==> src/rtl/cnn_pkg.sv <==
// Shared definitions for the stripe writeback path: pixel width, the
// {row,col} address packing used by the array memory, the frame FSM
// encoding and the error-flag bit positions.
package cnn_pkg;

    localparam int DW = 16;

    localparam int ERR_PAD = 0;
    localparam int ERR_OVL = 1;

    typedef enum logic [2:0] {
        IDLE,
        ARMED,
        RUN,
        DRAIN,
        DONE
    } state_t;

    function automatic logic [15:0] pack_addr(input logic [7:0] row, input logic [7:0] col);
        return {row, col};
    endfunction

    function automatic logic [7:0] addr_row(input logic [15:0] addr);
        return addr[15:8];
    endfunction

    function automatic logic [7:0] addr_col(input logic [15:0] addr);
        return addr[7:0];
    endfunction

endpackage

==> src/rtl/lane_deskew.sv <==
// Fixed-depth delay line used to re-align the skewed stripe lanes.
// A synchronous flush empties every stage so in-flight data is discarded.
module lane_deskew #(
    parameter int W     = 16,
    parameter int DEPTH = 1
) (
    input  logic         clk,
    input  logic         rst_n,
    input  logic         flush,
    input  logic [W-1:0] d,
    output logic [W-1:0] q
);

    logic [W-1:0] pipe [DEPTH];

    // Shift register: load stage 0, push older samples down, clear on flush.
    // NOTE: clocked state uses <= so every stage samples the pre-edge value of its neighbour.
    always_ff @(posedge clk or negedge rst_n) begin
        if (!rst_n) begin
            for (int i = 0; i < DEPTH; i++) pipe[i] <= '0;
        end else if (flush) begin
            for (int i = 0; i < DEPTH; i++) pipe[i] <= '0;
        end else begin
            pipe[0] <= d;
            for (int i = 1; i < DEPTH; i++) pipe[i] <= pipe[i-1];
        end
    end

    assign q = pipe[DEPTH-1];

endmodule

==> src/rtl/stripe_writeback.sv <==
// Receiving end of the three-lane skewed stripe stream. Re-aligns the lanes,
// strips the one-pixel zero border, writes the interior image into the array
// memory and flags padding or stripe-overlap inconsistencies.
module stripe_writeback #(
    parameter int IMG = 14,
    parameter int DW  = cnn_pkg::DW
) (
    input  logic          clk,
    input  logic          rst_n,
    input  logic          start,
    input  logic          in_valid,
    input  logic [DW-1:0] lane0,
    input  logic [DW-1:0] lane1,
    input  logic [DW-1:0] lane2,
    output logic          mem_we,
    output logic [15:0]   mem_addr,
    output logic [DW-1:0] mem_data,
    output logic          busy,
    output logic          done,
    output logic [1:0]    err
);

    import cnn_pkg::*;

    localparam int PAD     = 1;
    localparam int SIZE    = IMG + 2 * PAD;
    localparam int NSTRIPE = SIZE - 2;
    localparam int NBEAT   = NSTRIPE * SIZE;
    localparam int IDX_W   = $clog2(SIZE);

    localparam logic [7:0]  COL_FIRST = 8'(PAD);
    localparam logic [7:0]  COL_IMG   = 8'(IMG);
    localparam logic [7:0]  COL_LAST  = 8'(SIZE - 1);
    localparam logic [7:0]  ROW_LAST  = 8'(NSTRIPE - 1);
    localparam logic [15:0] BEAT_LAST = 16'(NBEAT - 1);

    state_t state, state_nx;

    logic [DW-1:0] a0, a1, a2;
    logic          d_valid;

    logic [15:0]   beat_cnt;
    logic [7:0]    row_cnt;
    logic [7:0]    col_cnt;

    logic [DW-1:0] prev_l1 [SIZE];
    logic [DW-1:0] prev_l2 [SIZE];

    logic [IDX_W-1:0] col_idx;
    logic             beat_fire;
    logic             edge_col;
    logic             wr_col;
    logic             pad_hit;
    logic             ovl_hit;

    // Lane 2 arrives last, so lane 0 waits two beats and lane 1 one beat.
    lane_deskew #(.W(DW), .DEPTH(2)) u_dly_l0 (
        .clk   (clk),
        .rst_n (rst_n),
        .flush (start),
        .d     (lane0),
        .q     (a0)
    );

    lane_deskew #(.W(DW), .DEPTH(1)) u_dly_l1 (
        .clk   (clk),
        .rst_n (rst_n),
        .flush (start),
        .d     (lane1),
        .q     (a1)
    );

    lane_deskew #(.W(1), .DEPTH(2)) u_dly_v (
        .clk   (clk),
        .rst_n (rst_n),
        .flush (start),
        .d     (in_valid),
        .q     (d_valid)
    );

    assign a2 = lane2;

    // An aligned beat is consumed only while a frame is open; start drops it.
    assign beat_fire = d_valid && !start && (state == ARMED || state == RUN);
    assign col_idx   = col_cnt[IDX_W-1:0];
    assign edge_col  = (col_cnt == '0) || (col_cnt == COL_LAST);
    assign wr_col    = (col_cnt >= COL_FIRST) && (col_cnt <= COL_IMG);

    assign pad_hit = (edge_col && (a0 != '0 || a1 != '0 || a2 != '0))
                  || (row_cnt == '0 && a0 != '0)
                  || (row_cnt == ROW_LAST && a2 != '0);

    assign ovl_hit = (row_cnt != '0)
                  && (a0 != prev_l1[col_idx] || a1 != prev_l2[col_idx]);

    assign busy = (state == ARMED) || (state == RUN) || (state == DRAIN);
    assign done = (state == DONE);

    // Frame state register.
    always_ff @(posedge clk or negedge rst_n) begin
        if (!rst_n) state <= IDLE;
        else        state <= state_nx;
    end

    // Frame sequencing; start re-arms from any state.
    // NOTE: state_nx gets a default before the case so no path leaves it unassigned (no latch).
    always_comb begin
        state_nx = state;
        unique case (state)
            IDLE:    state_nx = IDLE;
            ARMED:   if (d_valid) state_nx = RUN;
            RUN:     if (d_valid && beat_cnt == BEAT_LAST) state_nx = DRAIN;
            DRAIN:   state_nx = DONE;
            DONE:    state_nx = IDLE;
            default: state_nx = IDLE;
        endcase
        if (start) state_nx = ARMED;
    end

    // Beat, column and stripe counters; column wraps into the next stripe.
    always_ff @(posedge clk or negedge rst_n) begin
        if (!rst_n) begin
            beat_cnt <= '0;
            row_cnt  <= '0;
            col_cnt  <= '0;
        end else if (start) begin
            beat_cnt <= '0;
            row_cnt  <= '0;
            col_cnt  <= '0;
        end else if (beat_fire) begin
            beat_cnt <= beat_cnt + 16'd1;
            if (col_cnt == COL_LAST) begin
                col_cnt <= '0;
                row_cnt <= row_cnt + 8'd1;
            end else begin
                col_cnt <= col_cnt + 8'd1;
            end
        end
    end

    // Row buffers hold the previous stripe's lanes 1/2 for the overlap check.
    // NOTE: these buffers are reset because stripe 0 is never compared, yet
    // a defined power-up value keeps the check free of X after reset.
    always_ff @(posedge clk or negedge rst_n) begin
        if (!rst_n) begin
            for (int i = 0; i < SIZE; i++) begin
                prev_l1[i] <= '0;
                prev_l2[i] <= '0;
            end
        end else if (beat_fire) begin
            prev_l1[col_idx] <= a1;
            prev_l2[col_idx] <= a2;
        end
    end

    // Sticky error flags, cleared only by start or reset.
    always_ff @(posedge clk or negedge rst_n) begin
        if (!rst_n) begin
            err <= '0;
        end else if (start) begin
            err <= '0;
        end else if (beat_fire) begin
            if (pad_hit) err[ERR_PAD] <= 1'b1;
            if (ovl_hit) err[ERR_OVL] <= 1'b1;
        end
    end

    // Interior columns are written one cycle after the aligned beat.
    always_ff @(posedge clk or negedge rst_n) begin
        if (!rst_n) begin
            mem_we   <= 1'b0;
            mem_addr <= '0;
            mem_data <= '0;
        end else if (start) begin
            mem_we <= 1'b0;
        end else begin
            mem_we <= beat_fire && wr_col;
            if (beat_fire && wr_col) begin
                mem_addr <= pack_addr(row_cnt, col_cnt - COL_FIRST);
                mem_data <= a1;
            end
        end
    end

endmodule

==> config.mk <==
export PLATFORM = sky130hd
export DESIGN_NAME = stripe_writeback
export DESIGN_NICKNAME = d
export VERILOG_FILES = /design/src/rtl/cnn_pkg.sv /design/src/rtl/lane_deskew.sv /design/src/rtl/stripe_writeback.sv
export SDC_FILE = /design/constraint.sdc
export NUM_CORES = 1
export LEC_CHECK = 0
export CORE_MARGIN = 2
export CORE_UTILIZATION = 50
export CTS_CLUSTER_SIZE = 25
export DETAILED_ROUTE_END_ITERATION = 10
export PLACE_DENSITY_LB_ADDON = 0.1
export SETUP_SLACK_MARGIN = 0.05
export SKIP_CTS_REPAIR_TIMING = 1
export SLEW_MARGIN = 20
export SYNTH_ARGS = -nofsm -noshare
export SYNTH_HDL_FRONTEND = slang
export SYNTH_HIERARCHICAL = 1
export SYNTH_SLANG_ARGS = --single-unit
==> constraint.sdc <==
create_clock -name clk -period 5.64 [get_ports clk]
set_input_delay 0.564 -clock clk [delete_from_list [all_inputs] [get_ports clk]]
set_output_delay 0.564 -clock clk [all_outputs]
set_load 0.005 [all_outputs]
== Word-level counts from Yosys, hierarchy flattened ==
Index checks and enable logic that the tools add are counted.

* Register bits after elaboration: 632
* Bits of input ports: 52

* Add/sub/neg operators: 4
* Order comparisons: 4
* Equal/unequal tests: 11
* Multiplexer cells: 30
* Bitwise logic cells: 2
* Reductions and logical operators: 34

{| class="wikitable"
|+ Operators by type and width
! kind !! number
|-
| bitwise mux 256 bit || 2
|-
| binary-select mux 16 bit (select 4 bit) || 2
|-
| two-way mux 16 bit || 8
|-
| demux 16 bit (select 4 bit) || 1
|-
| two-way mux 8 bit || 6
|-
| nonzero test 16 bit || 3
|-
| two-way mux 32 bit || 1
|-
| != test 16 bit || 2
|-
| adder 16 x 1 -> 16 bit, second input constant || 1
|-
| adder 8 x 1 -> 8 bit, second input constant || 2
|-
| == test 16 x 8 -> 1 bit, second input constant || 1
|-
| == test 8 x 4 -> 1 bit, second input constant || 2
|-
| zero test 8 bit || 2
|-
| logical AND 1 bit || 10
|-
| AND reduction 2 bit || 5
|-
| two-way mux 3 bit || 3
|-
| one-hot mux 3 bit (3 select lines) || 1
|-
| greater-or-equal comparator 8 x 1 -> 1 bit, second input constant || 1
|-
| less-or-equal comparator 8 x 4 -> 1 bit, second input constant || 1
|-
| logical OR 1 bit || 8
|-
| nonzero test 2 bit || 4
|-
| nonzero test 8 bit || 1
|-
| subtractor 8 x 1 -> 8 bit, second input constant || 1
|-
| == test 3 x 2 -> 1 bit, second input constant || 2
|-
| other kinds (10) || 15
|}

== Depth between registers and ports, before layout ==
Gate-level depths: netlist (run 1).

* Depth after elaboration: 10
* Depth in mapped cells: 13
* Depth with buffers taken out: 8

== Modules after synthesis ==
Netlist (run 1), hierarchy kept.

{| class="wikitable"
|+ By module, submodules not included
! module !! instances !! cells each !! area each (um^2)
|-
| stripe_writeback || 1 || 1,817 || 26,945.8
|-
| lane_deskew (u_dly_l0) || 1 || 83 || 1,143.6
|-
| lane_deskew (u_dly_l1) || 1 || 33 || 544.3
|-
| lane_deskew (u_dly_v) || 1 || 4 || 62.6
|}

== Worst setup path before layout (run 1) ==
OpenSTA, ideal clock, no wires.

* Path type: register to register
* Start point: reg col_cnt[0]
* End point: reg mem_addr[12]
* Library setup time: 0.125 ns
* Data arrival time: 2.763 ns
* Setup slack: 2.752 ns
* Stages on the path, launching flop included: 13
* Clock period less this slack: 2.888 ns
* Cells stage by stage: dfrtp_1 -> buf_6 -> buf_12 -> buf_12 -> buf_4 -> buf_2 -> inv_1 -> ha_1 -> nand2_1 -> nor2_1 -> nor3_2 -> buf_2 -> mux2_2

* Longest elaborated chain between the ends: 4
* Elaborated cells between the ends (all ways): 5
* Classes of those cells: order compare (2); reduce/logical (3)

{| class="wikitable"
|+ RTL lines
! element !! RTL line !! RTL
|-
| start: declaration || stripe_writeback.sv:44 || <nowiki>logic [7:0] col_cnt;</nowiki>
|-
| start signal: assignment || stripe_writeback.sv:136 || <nowiki>col_cnt <= col_cnt + 8'd1;</nowiki>
|-
| greater-or-equal comparator 8 x 1 -> 1 bit or less-or-equal comparator 8 x 4 -> 1 bit (tied branches) || stripe_writeback.sv:87 || <nowiki>assign wr_col = (col_cnt >= COL_FIRST) && (col_cnt <= COL_IMG);</nowiki>
|-
| logical AND 1 bit (*) || stripe_writeback.sv:87 ||
|-
| logical AND 1 bit (*) || stripe_writeback.sv:178 || <nowiki>if (beat_fire && wr_col) begin</nowiki>
|-
| AND reduction 2 bit (no source line) (*) || n/a ||
|-
| end signal: assignment || stripe_writeback.sv:179 || <nowiki>mem_addr <= pack_addr(row_cnt, col_cnt - COL_FIRST);</nowiki>
|-
| end: declaration || stripe_writeback.sv:16 || <nowiki>output logic [15:0] mem_addr,</nowiki>
|}

Mark *: on every way between the ends. The rest lies on a longest branch, timed or not.
A chain may end at the register's enable or synchronous reset.

== Worst setup path in the final report (run 1) ==
* Start point: reg col_cnt[0]
* End point: reg err[1]

* Longest elaborated chain between the ends: 9
* Elaborated cells between the ends (all ways): 13
* Classes of those cells: eq/ne (2); mux (6); bitwise (1); reduce/logical (4)

{| class="wikitable"
|+ RTL lines
! element !! RTL line !! RTL
|-
| inverter 4 -> 5 bit (not written as such) (*) || stripe_writeback.sv:94 || <nowiki>&& (a0 != prev_l1[col_idx] || a1 != prev_l2[col_idx]);</nowiki>
|-
| binary-select mux 16 bit (select 4 bit) || stripe_writeback.sv:94 ||
|-
| two-way mux 16 bit (not written as such) (2 in a row) || stripe_writeback.sv:94 ||
|-
| != test 16 bit || stripe_writeback.sv:94 ||
|-
| logical OR 1 bit (*) || stripe_writeback.sv:94 ||
|-
| logical AND 1 bit (*) || stripe_writeback.sv:94 ||
|-
| nonzero test 2 bit (no source line) (*) || n/a ||
|-
| AND reduction 2 bit (no source line) (*) || n/a ||
|-
| end signal: assignment || stripe_writeback.sv:159 || <nowiki>err <= '0;</nowiki>
|-
| end signal: assignment || stripe_writeback.sv:161 || <nowiki>err <= '0;</nowiki>
|-
| end signal: indexed assignment || stripe_writeback.sv:163 || <nowiki>if (pad_hit) err[ERR_PAD] <= 1'b1;</nowiki>
|-
| end: declaration || stripe_writeback.sv:20 || <nowiki>output logic [1:0] err</nowiki>
|}

Mark *: on every way between the ends. The rest lies on a longest branch, timed or not. The select of a mux whose other input is x is not followed.

==> summary.md, run 1 <==
| Metric | Value |
|---|---|
| CTS Buffer Depth | 3 |
| Min-Delay Path Class | input pin to async pin |
| PwrDens | 324 mW/mm2 |
| Ys Warns | 6 |
| Grt total ovfl | 0 |
| Unique masters post-synth | 59 |
| Sw frac | 0.243 |
| Final Hold Viols | 4 |
| Largest net degree at the start of global routing | 174 |
| Initial DRC Count | 1170 |
| Post-Syn Instances | 1937 |
| Most frequent cells in the layout | dfrtp_1, mux2_2, mux4_2 |
| Setup WS post-layout | 1.81 ns |
| Max Cap Violations | 0 |
| Clock power share | 0.422 |
| CTS Root Buffer Type | clkbuf_16 |
| R2R Setup Slk | 1.81 ns |
| Final Max Slew Viols | 0 |
| IR drop worst, VDD | 0.000274 V |
| Slew HR | 0.253 |
| Async S/R FF share, synth | 1.00 |
| Die H | 244 um |
| CTS tree | built |
| Status | complete, but fails checks |
| Via count | 16500 |
| Register area share after synthesis | 0.551 |
| Most used cell along the critical path | mux4_2 |
| CP required | 6.08 ns |
| Synth Area in Compound Gates | 0.0150 |
| Core Region | 0.0566 mm2 |
| Fin crit period | 3.83 ns |
| Endpoints failing setup | 0 |
| Cell Int Power | 7.94 mW |
| Clock buffer count from CTS | 71 |
| Starting density of the core | 0.507 |
| Post-Synth Simple-Gate Area | 0.0533 |
| Syn_nets | 1998 |
| Combinational share of power | 0.107 |
| First-pass GRT wire length | 112000 um |
| Fmax achieved | 261 MHz |
| DRT Pass-1 Iters | 5 |
| Largest family of logic cells by synthesized area | multiplexers |
| Die X | 244 um |
| Clock latency on the worst-skew pair | 0.61 ns |
| CP max FO | 41 |
| Mapped cell area | 0.0287 mm2 |
| FF+latch count, synth | 632 |
| Clk slew on worst S/H paths | 0.06 ns |
| Crit path kind | register to register |
| Proportion of synthesized area in mux cells | 0.330 |
| Port Buffers | 88 |
| Reg-to-Reg Start | col_cnt[0]$_DFFE_PN0P_ |
| Syn avg cell area | 14.8 um2 |
| Cell Area, Placed | 0.0301 mm2 |
| Critical path, cell by cell | mux4_2 > mux4_2 > xor2_1 > or3b_2 > nor4_1 > a311oi_1 |
| Final WL | 73100 um |
| Io pins | 89 |
| CP max-delay cell | dfrtp_4 |
| Flop pwr share | 0.471 |
| Vias/cell | 5.94 |
| DRC | 0 |
| Lkg Pwr | 15.3 nW |
| Dpl ws | 1.83 ns |
| Top FF cell, synth | dfrtp_1 |
| CTS sink count | 632 |
| Psw | 2.54 mW |
| DRT antenna net count | 0 |
| Setup Skew | 0.0230 ns |
| Leading cell type in the layout, fill and taps excluded | dfrtp_1 |
| Worst slew pin tran | 1.12 ns |
| # H-tree levels | 3 |
| Crit start category | register |
| Share of layout cells above drive strength 1 | 0.426 |
| Arrival time of the worst setup path | 4.27 ns |
| Tot GR Track Use | 0.254 |
| Post-synthesis xor/xnor area fraction | 0.0165 |
| Final Util | 0.572 |
| Synth-to-layout area growth | 12.8% |
| Worst r2r dst | err[1]$_DFFE_PN0P_ |
| RSZ-0062 raised after global routing | false |
| Nets | 2029 |
| Final worst path period share | 0.679 |
| Fin area | 0.0324 mm2 |
| Failing checks | negative hold slack |
| Worst setup EP type | register |
| Num rows | 87 |
| EDFF count, synth | 0 |
| Largest stage delay, worst path | 1.09 ns |
| Number of fill cells | 4564 |
| Worst setup path endpoint | err[1]$_DFFE_PN0P_ |
| Hold_ws | -0.00766 ns |
| Vias in the first global route | 17300 |
| Setup TNS | 0 ns |
| Hpwl dp | 43700 um |
| Drt wl/cell | 26.3 um |
| Initial antenna violation count | 2 |
| Worst Setup SP | col_cnt[0]$_DFFE_PN0P_ |
| Adder-Cell Fraction of Synth Area | 0.00392 |
| Total die area | 0.0593 mm2 |
| RePlAce Congestion | 0.838 |
| Register-to-Register Path Depth | 6 |
worst max-delay path: cells and delay by family (launching register included):
family / cells / cell delay [ns]
compound gates: 1 / 0.17
xor+xnor: 1 / 0.18
flops: 1 / 1.09
mux: 2 / 1.23
simple gates: 2 / 0.95
synth_stat cells, types with 10 or more instances:
cell | count | area (um2)
mux4_2 | 127 | 2860
buf_4 | 23 | 173
dfrtp_1 | 632 | 15800
nor2b_1 | 44 | 275
or3_1 | 13 | 81.3
buf_2 | 18 | 90.1
nor2_1 | 58 | 218
nand2_1 | 45 | 169
mux2_2 | 538 | 6060
nor4_1 | 22 | 138
a21oi_1 | 11 | 55.1
nand3_1 | 33 | 165
o21ai_0 | 21 | 105
clkbuf_1 | 74 | 278
buf_1 | 45 | 169
xnor2_1 | 35 | 307
xor2_1 | 19 | 166
nand4_1 | 10 | 62.6
mux2i_1 | 54 | 541
per-layer routing:
metal | routed length, um | global-route usage | up-vias
li1 | - | - | 7109
met1 | 32000 | 0.350 | 8864
met2 | 35400 | 0.411 | 395
met3 | 3760 | 0.0474 | 115
met4 | 1940 | 0.0852 | 2
met5 | 12 | 0 | -
how the worst min path moves through the flow:
stage          depth (start not counted)                         from                        to  slack, ns
2_1_floorplan                          0                        rst_n   beat_cnt[0]$_DFFE_PN0P_       0.27
3_5_place_dp                           1  u_dly_l0/pipe[28]$_DFF_PN0_  u_dly_l0/q[12]$_DFF_PN0_       0.45
6_report                               1                        rst_n  prev_l2[125]$_DFFE_PN0P_     -0.008
4_1_cts                                1                        rst_n  prev_l2[125]$_DFFE_PN0P_       0.05
5_1_grt                                1                        rst_n  prev_l2[125]$_DFFE_PN0P_       0.09
3_3_place_gp                           1  u_dly_l0/pipe[17]$_DFF_PN0_   u_dly_l0/q[1]$_DFF_PN0_       0.45
stage by stage:
step,cells,hold WS (ns),power (mW)
2_1_floorplan,1937,0.268,5.64
3_3_place_gp,2651,0.451,6.13
3_5_place_dp,2651,0.451,6.15
4_1_cts,2775,0.0468,10.6
5_1_grt,2775,0.0887,10.9
6_report,2776,-0.00766,10.5
kinds of logic after synthesis:
logic type,Yosys count
AOI/OAI and AO/OA,64
muxes,719
xor gates and xnor gates,54
buffers and inverters,178
DFF,632
and+or+nand+nor,281
adders and majority gates,9
flip-flops by register name, indices dropped and copies added, names as in the netlist:
signal	cells
u_dly_v/pipe	1
col_cnt	8
beat_cnt	16
u_dly_l0/q	16
mem_data	16
mem_addr	16
mem_we	1
err	2
prev_l1	256
row_cnt	8
u_dly_v/q	1
prev_l2	256
u_dly_l1/q	16
state	3
u_dly_l0/pipe	16
power by group through the flow:
stage	registers (mW)	logic, mW	clock network (mW)
3_3_place_gp	5.01	1.11	0
2_1_floorplan	4.92	0.716	0
4_1_cts	4.94	1.13	4.53
5_1_grt	4.97	1.21	4.73
3_5_place_dp	5.02	1.13	0
6_report	4.94	1.12	4.42
area by class of cell:
class	count	area (um2)	share of cell area
Clock inverter	22	151	0.00468
Inverter	7	26.3	0.000812
Antenna cell	1	2.50	0.0000773
Sequential cell	632	15800	0.489
Clock buffer	102	2070	0.0639
Tap cell	756	946	0.0292
Timing Repair Buffer	129	1280	0.0394
Multi-Input combinational cell	1127	12100	0.373
Note: power is estimated with default switching activity, not from simulation.
==> run 2, diff against run 1 <==
==> constraint.sdc (replaced) <==
create_clock -name clk -period 3.42 [get_ports clk]
set_input_delay 0.342 -clock clk [delete_from_list [all_inputs] [get_ports clk]]
set_output_delay 0.342 -clock clk [all_outputs]
set_load 0.005 [all_outputs]
==> run 2 against run 1 <==
- the flow now finishes without violations
- global-route usage rose by 0.075 points
- clock power up 67%
- worst setup slack got worse by 1.6 ns
- fmax rose by 21%
- combinational power is 74% higher
- total power rose by 66%
- final cell count rose by 2.4%
- clock skew shrank 0.0038 ns
- final area up 2.3%
- via count rose by 1.6%
- core utilization up 1.3 points
- routed wire length grew 1.1%
==> summary.md, run 2 (synthesized netlist as in run 1, its figures left out) <==
| Metric | Value |
|---|---|
| Status | finished clean |
| Setup Skew | 0.0192 ns (-0.00375 ns) |
| Die X | 244 um (unchanged) |
| PwrDens | 527 mW/mm2 (+63%) |
| Hold_ws | 0.0924 ns (+0.100 ns) |
| Initial DRC Count | 926 (-21%) |
| IR drop worst, VDD | 0.000360 V (+31%) |
| Footprint of the multi-input gates | 0.0121 mm2 (about the same) |
| Synth-to-layout area growth | 15.4% |
| Final worst path period share | 0.929 (+0.250) |
| Final Hold Viols | 0 (-4) |
| Most used cell along the critical path | buf_4 |
| Max Cap Violations | 0 (unchanged) |
| CP max-delay cell | dfrtp_4 |
| DRT Pass-1 Iters | 5 (unchanged) |
| Critical path, cell by cell | buf_4 > mux4_2 > mux2i_1 > buf_4 > xnor2_1 > nor4_1 > buf_4 > nand2_1 > a2111oi_2 > a311oi_1 |
| Flop pwr share | 0.465 (-0.006) |
| Dpl ws | 0.275 ns (-1.55 ns) |
| Endpoints failing setup | 0 (unchanged) |
| Die H | 244 um (unchanged) |
| Cell Int Power | 13.3 mW (+67%) |
| Top flop regs | prev_l1 x256, prev_l2 x256 |
| Sw frac | 0.239 (-0.00395) |
| CP max FO | 26 (-37%) |
| Num rows | 87 (unchanged) |
| Min-Delay Path Class | input pin to register |
| Clk slew on worst S/H paths | 0.06 ns (about the same) |
| First-pass GRT wire length | 113000 um (+0.83%) |
| Drt wl/cell | 26.0 um (-1.3%) |
| Fmax achieved | 315 MHz (+21%) |
| CTS sink count | 632 (unchanged) |
| Starting density of the core | 0.507 (unchanged) |
| Worst slew pin tran | 1.01 ns (-0.109 ns) |
| Fin crit period | 3.18 ns (-0.653 ns) |
| Lkg Pwr | 15.8 nW (+2.8%) |
| Arrival time of the worst setup path | 3.65 ns (-0.62 ns) |
| Setup TNS | 0 ns (unchanged) |
| Register cell area after layout | 0.0158 mm2 (unchanged) |
| Crit start category | register |
| Grt total ovfl | 0 (unchanged) |
| Share of layout cells above drive strength 1 | 0.444 (+0.0182) |
| Leading cell type in the layout, fill and taps excluded | dfrtp_1 |
| Clock buffer count from CTS | 69 (-2.8%) |
| Vias in the first global route | 17500 (+1.1%) |
| CTS Root Buffer Type | clkbuf_16 |
| Tot GR Track Use | 0.255 (+0.000749) |
| Largest stage delay, worst path | 0.72 ns (-0.37 ns) |
| Psw | 4.16 mW (+64%) |
| Slew HR | 0.326 (+0.0732) |
| Initial antenna violation count | 0 (-2) |
| Io pins | 89 (unchanged) |
| DRT antenna net count | 0 (unchanged) |
| Port Buffers | 88 (unchanged) |
| Number of fill cells | 4466 (-2.1%) |
| RePlAce Congestion | 0.812 (-3.1%) |
| Vias/cell | 5.89 (-0.76%) |
| Via count | 16800 (+1.6%) |
| RSZ-0062 raised after global routing | false |
| Combinational share of power | 0.112 (+0.005) |
| Antenna cell count | 0 (-1) |
| Worst setup EP type | register |
| Crit path kind | register to register |
| Setup WS post-layout | 0.244 ns (-1.57 ns) |
| CTS tree | built |
| CP required | 3.89 ns (-2.19 ns) |
| Most frequent cells in the layout | dfrtp_1, mux2_2, mux4_2 |
| CTS Buffer Depth | 3 (unchanged) |
| Clock power share | 0.423 (about the same) |
| # H-tree levels | 3 (unchanged) |
| Clock latency on the worst-skew pair | 0.61 ns (about the same) |
| Final WL | 73900 um (+1.1%) |
| Hpwl dp | 47100 um (+7.8%) |
| DRC | 0 (unchanged) |
| Nets | 2101 (+3.5%) |
| Core Region | 0.0566 mm2 (unchanged) |
| Largest net degree at the start of global routing | 96 (-45%) |
| Total die area | 0.0593 mm2 (unchanged) |
| Final Max Slew Viols | 0 (unchanged) |
[run 2: cell count changes in the layout (fill, tap and decap cells not counted), moves of 2 or more]
cell / delta
clkbuf_8: +6
buf_12: +14
clkinv_2: -9
buf_4: +59
clkinvlp_4: -2
clkbuf_16: -3
bufinv_16: +2
[run 2: final timing paths]
| check | start | to | slack (ns) | cells past startpoint |
|---|---|---|---|---|
| min in group asynchronous | rst_n | prev_l2[202]$_DFFE_PN0P_ | 0.34 | 2 |
| setup reg to reg | col_cnt[1]$_DFFE_PN0P_ | err[1]$_DFFE_PN0P_ | 0.24 | 10 |
| hold / removal | start | col_cnt[4]$_DFFE_PN0P_ | 0.09 | 2 |
| setup / recovery | col_cnt[1]$_DFFE_PN0P_ | err[1]$_DFFE_PN0P_ | 0.24 | 10 |
| hold reg to reg | u_dly_v/pipe[1]$_DFF_PN0_ | u_dly_v/q$_DFF_PN0_ | 0.46 | 1 |
| max in group asynchronous | rst_n | prev_l1[25]$_DFFE_PN0P_ | 2.03 | 3 |
[run 2: critical path: cells and delay by family (launching register included)]
family,cells,cell delay [ns]
buffers and inverters,3,0.72
flip-flops,1,0.72
multiplexers,2,0.71
AO/OA/AOI/OAI,2,0.44
AND/OR/NAND/NOR,2,0.35
XOR/XNOR,1,0.06
[run 2: cell type report]
| type | instances | area share |
|---|---|---|
| Clock buffer | 104 | 0.0626 |
| Tap cell | 756 | 0.0286 |
| Clock inverter | 14 | 0.00506 |
| Inverter | 7 | 0.000793 |
| Timing Repair Buffer | 203 | 0.0607 |
| Sequential cell | 632 | 0.478 |
| Multi-Input combinational cell | 1127 | 0.364 |
[run 2: stage by stage]
step                total power [mW]  utilization  cell area [um2]  instances
finish                          17.4        0.585            33100       2843
global route                    18.1        0.585            33100       2843
CTS                             17.6        0.585            33100       2842
detailed placement              10.2        0.545            30900       2724
global placement                10.2        0.545            30900       2724
floorplan                       9.30            -            28700       1937
[run 2: metal layers]
layer	share of wire	GRT usage
met4	0.026	0.0829
met5	0	0
met3	0.038	0.0382
met2	0.49	0.414
met1	0.45	0.357
[run 2: power by group through the flow]
stage	Clock (mW)	Combinational [mW]	Sequential, mW
floorplan	0	1.18	8.12
global placement	0	1.95	8.22
detailed placement	0	1.98	8.24
CTS	7.55	1.99	8.11
global route	7.87	2.12	8.15
finish	7.38	1.95	8.11
==> run 3, diff against run 2 <==
--- a/config.mk
+++ b/config.mk
@@ -17,3 +17,4 @@
 export SYNTH_HDL_FRONTEND = slang
 export SYNTH_HIERARCHICAL = 1
 export SYNTH_SLANG_ARGS = --single-unit
+export TNS_END_PERCENT = 10
==> results of run 3 <==
Final layout, timing and power as in run 2 (identical DEF).
